**src/rtl/shared_timer_arbiter.sv**
```systemverilog
// shared_timer_arbiter: round-robin sharing of one programmable down-counter
// among NUM_REQ requesters, with a one-cycle done pulse back to the owner.
module shared_timer_arbiter #(
    parameter int NUM_REQ   = 4,
    parameter int CNT_WIDTH = 8
) (
    input  logic                         clock,
    input  logic                         reset,
    input  logic [NUM_REQ-1:0]           req,
    input  logic [NUM_REQ*CNT_WIDTH-1:0] load_val,
    output logic [NUM_REQ-1:0]           grant,
    output logic [NUM_REQ-1:0]           done,
    output logic [CNT_WIDTH-1:0]         count,
    output logic                         busy
);
    localparam int PTR_W = $clog2(NUM_REQ);
    typedef enum logic [1:0] {IDLE, COUNT, DONE} state_t;
    state_t                 state, state_n;
    logic [PTR_W-1:0]       rr_ptr, rr_n, owner, owner_n, pick, idx;
    logic [NUM_REQ-1:0]     grant_n, done_n;
    logic [CNT_WIDTH-1:0]   count_n;
    // Scan offsets from farthest to nearest so the nearest set bit after rr_ptr wins.
    always_comb begin
        pick = rr_ptr;
        idx  = '0;
        for (int k = NUM_REQ; k >= 1; k--) begin
            idx = PTR_W'((int'(rr_ptr) + k) % NUM_REQ);
            if (req[idx]) pick = idx;
        end
    end
    always_comb begin
        state_n = state;
        grant_n = grant;
        done_n  = '0;
        count_n = count;
        rr_n    = rr_ptr;
        owner_n = owner;
        unique case (state)
            IDLE: if (req != '0) begin
                state_n = COUNT;
                grant_n = NUM_REQ'(1) << pick;
                count_n = load_val[int'(pick)*CNT_WIDTH +: CNT_WIDTH];
                owner_n = pick;
            end
            COUNT: if (!req[owner]) begin
                state_n = IDLE;
                grant_n = '0;
                count_n = '0;
                rr_n    = owner;
            end else if (count == '0) begin
                state_n = DONE;
                done_n  = grant;
            end else begin
                count_n = count - 1'b1;
            end
            DONE: begin
                state_n = IDLE;
                grant_n = '0;
                count_n = '0;
                rr_n    = owner;
            end
            default: state_n = IDLE;
        endcase
    end
    always_ff @(posedge clock or posedge reset) begin
        if (reset) begin
            state  <= IDLE;
            grant  <= '0;
            done   <= '0;
            count  <= '0;
            rr_ptr <= PTR_W'(NUM_REQ - 1);
            owner  <= '0;
        end else begin
            state  <= state_n;
            grant  <= grant_n;
            done   <= done_n;
            count  <= count_n;
            rr_ptr <= rr_n;
            owner  <= owner_n;
        end
    end
    assign busy = (state != IDLE);
endmodule
```
**config.mk**
```make
export PLATFORM = sky130hd
export DESIGN_NAME = shared_timer_arbiter
export DESIGN_NICKNAME = d
export VERILOG_FILES = /design/src/rtl/shared_timer_arbiter.sv
export SDC_FILE = /design/constraint.sdc
export NUM_CORES = 1
export LEC_CHECK = 0
export CAP_MARGIN = 20
export CORE_MARGIN = 3
export CORE_UTILIZATION = 48
export DETAILED_ROUTE_END_ITERATION = 8
export PLACE_DENSITY_LB_ADDON = 0.25
export SYNTH_ARGS = -nofsm -noshare
export SYNTH_HDL_FRONTEND = slang
export SYNTH_SLANG_ARGS = --single-unit
export TNS_END_PERCENT = 1
```
**constraint.sdc**
```tcl
create_clock -name clock -period 3.2 [get_ports clock]
set_input_delay 0.96 -clock clock [delete_from_list [all_inputs] [get_ports clock]]
set_output_delay 0.96 -clock clock [all_outputs]
set_load 0.01 [all_outputs]
```
==> results of run 1 <==
==> logic make-up (layout without fill, tap and decap cells) <==
group	Yosys count	after routing	synth area share [%]
AO/OA/AOI/OAI	54	54	27.1
XOR/XNOR	3	3	1.68
adder cells (fa/ha/maj)	4	4	3.21
buffers and inverters	15	69	5.53
flip-flops	22	22	35.4
multiplexers	11	11	8.01
AND/OR/NAND/NOR	54	54	19.1
==> layout by cell type, fill, tap and decap left out, drive strengths merged, types with 2 or more instances in the layout <==
| cell type | instances |
|---|---|
| o21ai | 17 |
| nor4 | 2 |
| inv | 7 |
| nor2 | 12 |
| nor3 | 5 |
| dfrtp | 20 |
| nor3b | 2 |
| clkbuf | 4 |
| nor2b | 2 |
| o211ai | 7 |
| clkdlybuf4s50 | 54 |
| a31o | 3 |
| ha | 4 |
| nand3 | 3 |
| and2 | 4 |
| mux2 | 2 |
| buf | 4 |
| a21oi | 7 |
| a32o | 2 |
| nand2 | 15 |
| dfstp | 2 |
| a221oi | 7 |
| xnor2 | 2 |
| a22o | 2 |
| mux2i | 8 |
| a31oi | 2 |
| o211a | 3 |
| nand2b | 5 |
==> registers in the layout, indices dropped and copies added (netlist names) <==
signal  count
state       2
done        4
owner       2
grant       4
count       8
rr_ptr      2
==> Yosys cell counts, drive strengths merged <==
master / number
buf: 7
nor4: 2
o22a: 1
or3: 1
o211a: 3
o21ai: 17
nor2: 12
and2: 4
xnor2: 2
ha: 4
mux2: 2
mux2i: 8
nor3: 5
nand3b: 1
a211oi: 1
clkbuf: 1
o22ai: 1
o41ai: 1
xor2: 1
nor3b: 2
nand2: 15
inv: 7
a221oi: 7
a22o: 2
nand2b: 5
mux4: 1
a21oi: 7
o211ai: 7
or2b: 1
a31o: 3
dfstp: 2
nor2b: 2
a32o: 2
nor4b: 1
nand3: 3
dfrtp: 20
a31oi: 2
==> per-stage QoR <==
| stage | instance area [um^2] | setup slack (ns) | cells | total power [uW] | hold slack (ns) |
|---|---|---|---|---|---|
| after CTS | 2160 | 0.506 | 261 | 1800 | 0.533 |
| after global routing | 2160 | 0.373 | 261 | 1950 | 0.557 |
| after floorplan | 1560 | 0.928 | 163 | 1280 | 0.475 |
| final | 2160 | 0.507 | 261 | 1800 | 0.523 |
| after global placement | 2130 | 0.251 | 257 | 1600 | 0.487 |
| after detailed placement | 2130 | 0.160 | 257 | 1640 | 0.506 |
==> power groups by stage <==
stage                     sequential, uW  combinational (uW)  clock, uW
after floorplan                      537                 745          0
after global placement               544                1060          0
after detailed placement             551                1090          0
after CTS                            545                1100        162
after global routing                 571                1200        176
final                                547                1090        161
==> worst min path at each step <==
stage	to	slack [ns]	cells past startpoint
after floorplan	owner[1]	0.47	2
after global placement	grant[0]	0.49	2
after detailed placement	grant[0]	0.51	2
after CTS	grant[0]	0.53	2
after global routing	done[2]	0.56	1
final	grant[0]	0.52	2
==> critical path, cell delays in order <==
cell and delay [ns]:
clkdlybuf4s50_1 0.53, mux4_2 0.55, nand2_2 0.19, nor3_4 0.09, nor2_4 0.29, o211ai_1 0.16
o211a_1 0.15
==> cell type report <==
class,count,area share (%)
multi-input cells,126,42.6
inverters,7,1.21
flip-flops and latches,22,25.6
well taps,44,2.54
clock buffers,4,1.68
repair buffers,58,26.4
==> routing by layer <==
metal  global-route usage (%)  vias up  share of wire (%)
li1                         -      712                  -
met1                     24.5      674                 42
met2                     38.1       56                 50
met3                     2.88        5                5.7
met4                     9.92        0                2.0
met5                        0        -                  0
==> summary by stage, run 1 <==
Timing
The routed design could run at a clock period as short as 2.69 ns. Dividing the final minimum period by the clock period gives 84.2%. Across the routed clock network, the largest skew measured is 0.00779 ns. Timing would allow up to 371 MHz. The number of hold violations in the final report came to 0. The tightest slew margin relative to the limit is 45.9%. The number of pins exceeding their max-slew limit in the final report came to 0.

The transition time at the pin with the least slew margin is 0.811 ns. Setup violations remaining at the end of the flow were counted as 0. Setup repair after global routing left no endpoint under its margin.

In the final timing run, aggregate negative setup slack is 0 ns.

Placement
The final estimated routing congestion in global placement is 0.870. The sum of net half-perimeters after detailed placement is 2.96 mm. The number of port buffers is 54.

Die
The number of ports placed on the die boundary is 55. For this configuration, the core starts out at a cell density of 50.7%. The die area is 3970 um^2.

The total area inside the core boundary comes to 3080 um^2. The floorplan step set the die width to 63.0 um. The placement row count is 20. The vertical die dimension is 63.0 um.

Synthesis
Counting every net in the synthesized netlist gives 205. Synthesis produced a netlist whose cell count is 163. The synthesized netlist contains 49 unique library cells. Each instance of the synthesized netlist takes up on average 9.58 um^2.

Summing the sequential cell areas from Yosys gives 35.4% of the chip area. After synthesis, the largest area contributor takes up 32.1% of total cell area. The biggest area contributor in the post-synthesis netlist is dfrtp_1. The number of flip-flops and latches in the synthesized netlist is 22. The combined area of all synthesized cells is 1560 um^2. The count of warnings emitted by yosys is 0. Ranked by total cell area, the synthesized netlist is headed by dfrtp_1 (32%), mux2i_1 (5.1%), dfstp_2 (3.4%).

Finish
The filler cell count is 245. The number of antenna cells inserted is 0. Summing all multi-input logic gate instances after layout gives 922 um^2. The final core utilization is 70.3%. The layout cell share with drive strength beyond 1 is 12.0%. The area added between synthesis and finish is 38.5%. Across the whole layout, storage elements account for 553 um^2. The layout net count is 260.

Global routing
The number of global-route vias before repair is 1530. The number of antenna violations at the first check in global routing is 0. The wire length of the first global-routing pass is 6.71 mm. The global router's overall resource usage is 21.2%. The largest net degree at the start of global routing is 23. The remaining global-route overflow is 0.

Clocking
The CTS buffer count is 3. Clock-pin slew was measured on the worst setup and hold paths at 0.13 ns. In this run the post-CTS setup repair buffer count came out at 0.

Clock tree synthesis selected as its root buffer the cell clkbuf_4. The clock tree from TritonCTS is done. The total number of H-tree levels is 1. The number of hold buffers added after CTS is 0.

The count of clock tree sinks is 22. The number of buffers between clock root and the deepest sink is 2. The total of cells resized after clock tree synthesis is 0. The clock latency at the later pin of the worst-skew pair is 0.33 ns.

Pwr
For this design the static power due to leakage is 0.000880 uW. IR analysis of the VDD net gives a maximum drop of 0.596 mV. Net switching is 42.8% of the power. The internal power of the cells totals 1030 uW. In this run the power density over the cells is 832 nW/um^2.

The combinational share of power is 60.7%. The share of power burned in the clock network is 8.9%. Summed over all nets, the switching power comes to 771 uW. Per report_power, the sequential group accounts for 30.4% of the total.

Run status
The run finished with clean final reports.

Critical path
Measured in cells, the most critical reg-to-reg path has a length of 8. The timing endpoint of the critical path is count[2]. In this run the critical register-to-register path is launched from count[0].

The worst register-to-register path ends at count[2]. The critical path endpoint category is a flop. The worst setup path is of the input pin to flop kind. The worst-case register-to-register setup slack is 1.10 ns. In this run the worst path has a maximum fanout of 14. The required time at the worst-slack endpoint is 3.43 ns. Tracing the worst setup path back leads to its startpoint at req[3]. Data on the critical path arrives at its endpoint at 2.93 ns.

The kind of start point of the critical path is an input pin.

Route
Using the TritonRoute via totals, the vias-per-cell ratio works out to 5.54. The length of the first detailed-routing pass in iterations is 4. After the first detailed-routing iteration, the DRC count stood at 85. The via total after detailed routing is 1447.

Dividing the detail-routed wire length by the instance count gives 14.9 um. The detailed-route DRC error count is 0. Wires add up to 3.89 mm. In this run the remaining antenna-violating nets after routing total 0.

Min path
The startpoint identified for the worst hold timing path is grant[0]. The class of the tightest hold or removal check is flop to flop.

Flow run
The tool flagged a number of max-cap violations equal to 0.
(Power assumes the default switching activity.)
==> inputs of run 2 (changes only) <==
--- a/config.mk
+++ b/config.mk
@@ -7,7 +7,7 @@
 export LEC_CHECK = 0
 export CAP_MARGIN = 20
 export CORE_MARGIN = 3
-export CORE_UTILIZATION = 48
+export CORE_UTILIZATION = 41
 export DETAILED_ROUTE_END_ITERATION = 8
 export PLACE_DENSITY_LB_ADDON = 0.25
 export SYNTH_ARGS = -nofsm -noshare
==> constraint.sdc (replaced) <==
create_clock -name clock -period 2.21 [get_ports clock]
set_input_delay 0.663 -clock clock [delete_from_list [all_inputs] [get_ports clock]]
set_output_delay 0.663 -clock clock [all_outputs]
set_load 0.01 [all_outputs]
==> run 2 against run 1 <==
Compared with the run above:
- critical path depth up 2
- worst hold slack worse by 0.019 ns
- total power up 67%
- combinational power up 76%
- wire length up 13%
- count of clock-buffer cells in the layout unchanged
- final area up 13%
- die area up 15%
- sequential cell count unchanged
- largest power group unchanged
- utilization down 0.43 points
- sequential power up 45%
- register-to-register slack worse by 0.95 ns
==> summary by stage, run 2 (synthesized netlist as in run 1, its figures left out) <==
Route
The detailed-route DRC error count came to 0 (unchanged). The number of DRC violations after detailed-routing iteration 0 is 75 (-12%). The final antenna-violating net count was 0 (unchanged). The length of the first detailed-routing pass in iterations was 4 (unchanged). The via total after detailed routing is 1585 (+9.5%).

The overall routed net length is 4.39 mm (+13%). The average wire per cell in the routed design is 15.4 um (+3.4%). The via density per instance is 5.56 (+0.31%).

Critical path
The critical-path maximum fanout is 5 (-9). The critical path endpoint category is a flop. The cell family contributing the most delay on the critical path is compound AO/OA/AOI/OAI gates. The kind of start point of the critical path is an input pin. The endpoint arrival time on the critical path is 2.29 ns (-0.64 ns).

The required time at the worst-slack endpoint was 2.37 ns (-1.06 ns). The highest cell delay on the worst timing path is 0.27 ns (-0.28 ns). The type of the setup path with the least slack is input pin to flop.

The master of the slowest instance on the critical path is dlygate4sd2_1. The number of buffers and inverters on the critical path was 3 (+2). Traced cell by cell, the critical path runs through dlygate4sd2_1, or2b_1, a21oi_2, a211oi_4, buf_4, buf_12, mux2i_1, o21ai_1, a32o_1.

Timing
The tightest slew margin relative to the limit is 73.6% (+28 points). Counting I/O delays and the setup requirement, the final critical path takes 2.13 ns. The number of hold violations in the final report is 0 (unchanged). The maximum clock frequency is 469 MHz. The worst path uses 96.4% of the clock period. The number of pins exceeding their max-slew limit in the final report is 0 (unchanged). The worst-case clock skew is 0.00269 ns (-0.00510 ns). The transition time at the pin with the least slew margin is 0.391 ns (-0.420 ns).

The final setup violation count is 0 (unchanged).

Clocking
The CTS buffer count is 3 (unchanged). The buffer cell driving the clock tree root is clkbuf_8. The clock latency at the later pin of the worst-skew pair was 0.26 ns (-0.07 ns). TritonCTS built the clock tree.

The clock-pin slew of the registers on the worst-case setup and hold paths is 0.08 ns (-0.05 ns). The count of clock tree sinks is 22 (unchanged). The number of buffers between clock root and the deepest sink is 2 (unchanged). The number of hold buffers added after CTS is 0 (unchanged). The total number of H-tree levels was 1 (unchanged).

Die
The placeable core region is 3490 um^2 (+14%). The effective utilization at floorplan was 44.7% (-6.0 points). The placement row count is 21 (+5.0%). The die area is 4590 um^2 (+15%). The die extent in x is 67.7 um (+7.4%). The vertical die dimension is 67.7 um (+7.4%). The number of ports placed on the die boundary is 55 (unchanged).

Pwr
The total internal power was 1800 uW (+75%). The share of power burned in the clock network came to 9.6% (+0.7 points). The switching part of the total is 39.9% (-2.9 points).

The worst voltage drop across the vdd grid came to 0.532 mV (-11%). The total power per unit cell area is 1230 nW/um^2 (+48%). The switching power was 1200 uW (+56%).

The sequential cell fraction of total power is 26.4% (-4.0 points). The overall power consumption is 3000 uW (+67%). The combinational share of power is 64.0% (+3.3 points). The static power due to leakage is 0.00104 uW (+18%).

Finish
The filler cell count is 288 (+18%). The multi-input logic area is 966 um^2 (+4.7%). The number of antenna cells inserted is 0 (unchanged). The sequential cell area in the final layout is 553 um^2 (unchanged). The area of all placed cells without fillers is 2440 um^2 (+13%). The layout cell share with drive strength beyond 1 came to 23.0% (+11 points).

The largest registers in the layout are count x8, done x4, grant x4. Leaving out fill and tap cells, the most frequent cell in the layout is clkdlybuf4s50_1. The register name with the most flops is count. Relative to the synthesized area, the layout overhead comes to 56.3%.

The layout net count was 282 (+8.5%). The top cell types in the final layout, fill and taps aside, are clkdlybuf4s50_1 (49), buf_4 (22), dfrtp_1 (20), nand2_1 (14), nor2_1 (11). The flip-flop count of the largest register, all copies and words added is 8 (unchanged).

Run status
The run finished with clean final reports.

Placement
The placed standard-cell area is 2270 um^2 (+6.9%). The sum of net half-perimeters after detailed placement is 3.28 mm (+11%). The number of port buffers came to 54 (unchanged). The final estimated routing congestion in global placement is 0.883 (+1.5%).

Flow run
The count of max-cap constraint violations is 0 (unchanged).

Min path
The class of the tightest hold or removal check is flop to flop.

Global routing
The remaining global-route overflow is 0 (unchanged). The number of global-route vias before repair was 1622 (+6.0%). The largest net degree at the start of global routing came to 23 (unchanged). The wire length of the first global-routing pass is 7.24 mm (+7.9%).

The global router's overall resource usage came to 20.7% (-0.48 points). The number of antenna violations at the first check in global routing was 0 (unchanged).
==> run 2: cell count changes in the layout (fill, tap and decap cells not counted), moves of 2 or more <==
cell / change
buf_4: +18
clkdlybuf4s50_1: -5
buf_12: +2
clkbuf_8: +3
dlygate4sd2_1: +3
clkbuf_4: -3
==> run 2: final cells by class <==
class | count | share of cell area, %
multi-input cells | 126 | 39.6
repair buffers | 80 | 32.1
flip-flops and latches | 22 | 22.7
well taps | 46 | 2.36
clock buffers | 4 | 2.26
inverters | 7 | 1.08
==> run 2: per-stage QoR <==
| stage | util (%) | hold slack, ns | setup TNS (ns) | setup slack [ns] | std cells |
|---|---|---|---|---|---|
| final | 69.9 | 0.503 | 0 | 0.0786 | 285 |
| after floorplan | - | 0.475 | 0 | 0.235 | 163 |
| after global routing | 69.9 | 0.522 | -0.000660 | -0.000660 | 285 |
| after global placement | 65.1 | 0.478 | -4.79 | -0.350 | 275 |
| after CTS | 69.4 | 0.511 | 0 | 0.0118 | 284 |
| after detailed placement | 65.1 | 0.493 | -5.87 | -0.426 | 275 |
==> run 2: path summary, 6_finish.rpt <==
path / start / endpoint / slack, ns / cells after the start
max: req[1] / count[4] / 0.08 / 9
min: grant[1] / grant[1] / 0.50 / 2
max reg2reg: rr_ptr[0] / count[4] / 0.15 / 8
min reg2reg: grant[1] / grant[1] / 0.50 / 2
max in group asynchronous: reset / rr_ptr[1] / 1.19 / 3
min in group asynchronous: reset / grant[0] / 0.74 / 3
==> run 2: routing by layer <==
metal	share of wire, %	global-route usage, %	up-vias	wire length [um]
li1	-	-	759	-
met1	39	24.7	763	1720
met2	54	37.7	59	2360
met3	6.0	3.00	4	262
met4	1.0	6.58	0	46
met5	0	0	-	0
==> run 2: worst min-delay path: stages, from the launching register on <==
cell     delay, ns
dfrtp_1       0.36
nand2_1       0.05
o21ai_0       0.06
==> run 2: timing repair <==
| action | 4_1_cts | 5_1_grt |
|---|---|---|
| endpoints found under the setup margin | 12 | 3 |
| pin swaps | 4 | 0 |
| gates resized for setup | 12 | 5 |
| gates cloned | 1 | 0 |
| setup buffers | 4 | 1 |
==> run 2: power groups by stage <==
stage	sequential, uW	combinational [uW]	clock [uW]
finish	792	1920	289
global route	827	2100	313
detailed placement	800	1740	0
floorplan	778	1080	0
global placement	784	1680	0
CTS	798	1900	292
